===== src/rtl/baud_gen.sv =====
// Baud-rate tick generator: divides clk down to a one-cycle baud_en strobe
// every EN cycles while i_run is high.
module baud_gen #(
  parameter int CLK_FREQ = 100000000,
  parameter int BAUD     = 115200,
  parameter int EN       = 868
) (
  input  logic clk,
  input  logic rst,
  input  logic i_run,
  output logic baud_en
);

  localparam int CW = $clog2(EN);
  localparam logic [CW-1:0] LAST = CW'(EN - 1);

  if (EN < 2 || CLK_FREQ <= 0 || BAUD <= 0) begin : g_bad_param
    $error("baud_gen: EN must be >= 2 and CLK_FREQ/BAUD positive");
  end

  logic [CW-1:0] cnt;

  // Dropping i_run wins over a pending terminal count, so no late tick escapes.
  always_ff @(posedge clk or negedge rst) begin
    if (!rst) begin
      cnt     <= '0;
      baud_en <= 1'b0;
    end else if (!i_run) begin
      cnt     <= '0;
      baud_en <= 1'b0;
    end else if (cnt == LAST) begin
      cnt     <= '0;
      baud_en <= 1'b1;
    end else begin
      cnt     <= cnt + 1'b1;
      baud_en <= 1'b0;
    end
  end

endmodule


===== config.mk =====
export PLATFORM = sky130hd
export DESIGN_NAME = baud_gen
export DESIGN_NICKNAME = d
export VERILOG_FILES = /design/src/rtl/baud_gen.sv
export SDC_FILE = /design/constraint.sdc
export NUM_CORES = 1
export LEC_CHECK = 0
export CAP_MARGIN = 20
export CORE_UTILIZATION = 36
export DETAILED_ROUTE_END_ITERATION = 16
export PLACE_DENSITY = 0.52
export SYNTH_ARGS = -nofsm -noshare
export SYNTH_HDL_FRONTEND = slang
export SYNTH_SLANG_ARGS = --single-unit

===== constraint.sdc =====
create_clock -name clk -period 1.7 [get_ports clk]
set_input_delay 0.34 -clock clk [delete_from_list [all_inputs] [get_ports clk]]
set_output_delay 0.34 -clock clk [all_outputs]
set_load 0.05 [all_outputs]

# After elaboration in Yosys (flattened, before gate mapping)
# Cells that the tools add are included.
# classes
eq_ne	1
muxes	4
n_addsub	1
# ops
operator	n
2-to-1 mux 10 bit	2
adder 10 x 1 -> 10 bit (second input constant)	1
equality test 10 bit (second input constant)	1
2-to-1 mux 1 bit	2
# totals
inputBits	3
ff_bits	11
output_inout_bits	1
word_cells	8

# Depth between registers and ports, before layout
# depth
word_depth	3
mapped_depth	5
mapped_depth_nobuf	5

# Worst setup path before layout
# Ideal clock, no wire load.
# synth_timing
kind	reg2reg
start	register cnt[0]
end	register cnt[2]
t_arrival_ns	1.217
n_path_buf	0
slack_ns	0.359
path_stages_with_launch	6
setup_time_ns	0.124
synth_period_minus_slack_ns	1.341
required_ns	1.576
path_cell_list	dfrtp_1 ha_1 nor4b_2 nand3b_2 o21ai_4 nor2_1
# synth_between
elab_chain_cells	3
elab_cells_between_ends	4
cone_classes	add/sub (1); eq/ne (1); mux (2)
# synth_rtl
element	line	text
from (decl)	21	logic [CW-1:0] cnt;
from (signal assigned)	35	cnt <= cnt + 1'b1;
adder 10 x 1 -> 10 bit / equality test 10 bit (equally long branches)	35, 31	
2-to-1 mux 10 bit *	31	end else if (cnt == LAST) begin
2-to-1 mux 10 bit *	28	end else if (!i_run) begin
# Every way passes the cells marked *; elsewhere a longest branch is shown, timed or not.

# Final worst setup path
# layout_timing
start	register cnt[0]
end	register cnt[5]
# The elaborated chain is that of the path after synthesis.

==> flow_metrics.py <==
metrics = {
    "timing": {
        "timing.fmax_mhz": 674.8,
        "post-route-min-period_ns": 1.482,
        "worst_slew_margin_rel": 0.6674,
        "skew_ns": 0.001249,
        "period_share": 0.8717,
        "tightest_pin_transition_ns": 0.4973,
        "setup_viol": 0,
        "hold_violations": 0,
        "timing.final.max_slew_violations": 0,
        "grt_setup_unrepaired": "no",
        "fin_hold_ws_ns": 0.4124,
        "timing.setup.tns_ns": 0,
    },
    "yosys": {
        "synth_top_family_by_area": "simple AND/OR/NAND/NOR gates",
        "sequential_fraction_of_the_synthesis_area": 0.5000,
        "share_of_the_synthesized_area_in_compound_gates_ao_oa_aoi_oai": 0.1023,
        "synth_xor_xnor_area_share": 0.07955,
        "number_of_distinct_library_cell_variants_in_the_gate_level_netlist_after_synthesis": 21,
        "synthSimpleGateAreaFrac": 0.2682,
        "synthTopCellsByArea": "sky130_fd_sc_hd__dfrtp_1 (50%), sky130_fd_sc_hd__xor2_1 (6.4%), sky130_fd_sc_hd__nor2_1 (5.5%)",
        "synthCells": 53,
        "synth.net_count": 57,
        "synth-seq-cells": 11,
        "synth.area.mux_share": 0,
        "syn_area_um2": 550.5,
        "synth_top_cell_by_area": "sky130_fd_sc_hd__dfrtp_1",
        "yosys.area_share.adder": 0.02273,
        "yosysWarnings": 0,
        "netlist.area_leader.share": 0.5000,
        "post_synth.cell_area_avg_um2": 10.39,
    },
    "global_route": {
        "first_global_vias": 361,
        "grt_first_pass_wirelength_um": 1635,
        "grt_start_max_net_pins": 12,
        "groute.usage.overall": 0.1551,
        "antenna_found_initial": 0,
        "overflow_after_grt": 0,
    },
    "clocking": {
        "tritoncts.num_buffers": 3,
        "clkTransAtPathRegs_ns": 0.07,
        "tritoncts": "done",
        "numClockSinks": 11,
        "h-tree-depth": 1,
        "ctsRootBufferMaster": "sky130_fd_sc_hd__clkbuf_4",
        "insertion_delay_ns": 0.26,
        "quantity_of_gates_resized_following_cts": 0,
        "holdBufCountCts": 0,
        "postCtsSetupBuffers": 0,
        "clock_path_buffers": 2,
    },
    "placed_design": {
        "dp_cells": 72,
        "place.detailed.hpwl_um": 712.6,
        "place.gp.congestion": 0.7647,
        "buffers_added_on_ports": 3,
    },
    "outcome": {
        "status": "complete, no violations",
    },
    "pwr": {
        "power.density_nw_per_um2": 784.4,
        "cellLeakagePower_nw": 0.2638,
        "irDropWorstVdd_mv": 0.4701,
    },
    "die": {
        "dieWidth_um": 41.11,
        "floorplan.initialDensity": 0.4029,
        "std_cell_rows": 13,
        "floorplan.io_pins": 4,
        "chipHeight_um": 41.11,
        "core_um2": 1366,
        "die_area_um2": 1690,
    },
    "layout": {
        "antenna_cells": 0,
        "final_cell_count_no_fill": 76,
        "area.growth.synth_to_final_pct": 14.55,
        "final_common_cell": "sky130_fd_sc_hd__dfrtp_1",
        "finalNetCount": 66,
        "drive_above_1_share": 0.1475,
        "final_core_util": 0.4615,
        "final_cell_mix": "sky130_fd_sc_hd__dfrtp_1 (11), sky130_fd_sc_hd__nor2_1 (8), sky130_fd_sc_hd__nand3_1 (5)",
    },
    "drt": {
        "drt-vias-per-instance": 4.987,
        "initialDrtViolationCount": 12,
        "drt_first_pass_iters": 4,
        "wl_per_cell_um": 12.86,
        "drcViolationCount": 0,
        "post_detailed_route_count_of_antenna_violating_nets": 0,
        "routed-via-count": 379,
        "finalWirelength_um": 977,
    },
    "worst_setup_path": {
        "worst-r2r-cell-count": 5,
        "regToRegEndpoint": "cnt[5]$_DFF_PN0_",
        "worst_ep_arrival_ns": 1.62,
        "timing.setup.critical_path_class": "register to register",
        "end_kind": "register",
        "regToRegStartpoint": "cnt[0]$_DFF_PN0_",
        "crit_fanout": 6,
        "critPathRequiredTime_ns": 1.84,
        "r2r_slack_ns": 0.22,
        "worstSetupStartpointType": "register",
    },
    "run": {
        "drv.max_cap_violation_count": 0,
    },
    "min_path": {
        "min_path_type": "input port to async pin",
    },
}
flip-flops by register name (all words and copies together) (netlist names):
signal   cells
baud_en      1
cnt         10
cells by family after synthesis:
kind of cell	count (synthesis)
simple gates	26
flops	11
compound gates	6
xor+xnor	5
buf+inv	4
fa+ha+maj	1
critical path, cell delays in order, from the launching register on:
cell,delay [ns]
sky130_fd_sc_hd__dfrtp_1,0.38
sky130_fd_sc_hd__ha_1,0.23
sky130_fd_sc_hd__nor4b_2,0.25
sky130_fd_sc_hd__nand3b_2,0.18
sky130_fd_sc_hd__o21ai_4,0.25
sky130_fd_sc_hd__nor2_1,0.07
synthesized netlist by cell type, drive strengths merged:
master,count
nor4b,2
and4,2
ha,1
or3,1
xnor2,1
a21oi,1
nand3b,1
o31ai,1
inv,4
nand2,3
nor3,2
o211ai,1
nand3,5
dfrtp,11
nand4,2
a31oi,1
o21ai,1
xor2,4
nor2,8
a41oi,1
worst max path at each step:
stage | cells after the start | slack [ns] | start | to
after floorplan | 5 | 0.36 | cnt[0]$_DFF_PN0_ | cnt[2]$_DFF_PN0_
after global placement | 4 | 0.22 | i_run | cnt[9]$_DFF_PN0_
after detailed placement | 5 | 0.20 | cnt[0]$_DFF_PN0_ | cnt[5]$_DFF_PN0_
after CTS | 5 | 0.19 | cnt[0]$_DFF_PN0_ | cnt[2]$_DFF_PN0_
after global routing | 5 | 0.02 | cnt[0]$_DFF_PN0_ | cnt[4]$_DFF_PN0_
final | 5 | 0.22 | cnt[0]$_DFF_PN0_ | cnt[5]$_DFF_PN0_
power breakdown:
part | switching [mW] | total, mW | internal, mW
clock | 0.0839 | 0.174 | 0.0904
combinational | 0.0208 | 0.0383 | 0.0175
sequential | 0.0108 | 0.282 | 0.271
cell type report:
class | count | area [um2]
clock buffers | 4 | 26.28
fillers | 143 | 735.7
inverters | 4 | 15.01
multi-input cells | 38 | 260.3
flip-flops and latches | 11 | 275.3
well taps | 15 | 18.77
repair buffers | 4 | 35.03
metrics by stage:
| stage | setup WS (ns) | total power [mW] | instance area [um2] |
|---|---|---|---|
| CTS | 0.1918 | 0.5061 | 630.6 |
| global route | 0.02113 | 0.5281 | 630.6 |
| global placement | 0.2155 | 0.3259 | 604.3 |
| detailed placement | 0.2016 | 0.3267 | 604.3 |
| floorplan | 0.3588 | 0.3066 | 550.5 |
| finish | 0.2181 | 0.4946 | 630.6 |
routing by layer:
metal | routed length (um) | GRT usage
met4 | 12 | 0.04839
met2 | 384 | 0.1914
met5 | 0 | 0
met3 | 28 | 0.04891
met1 | 552 | 0.2450
Power figures use the tool's default switching activity.
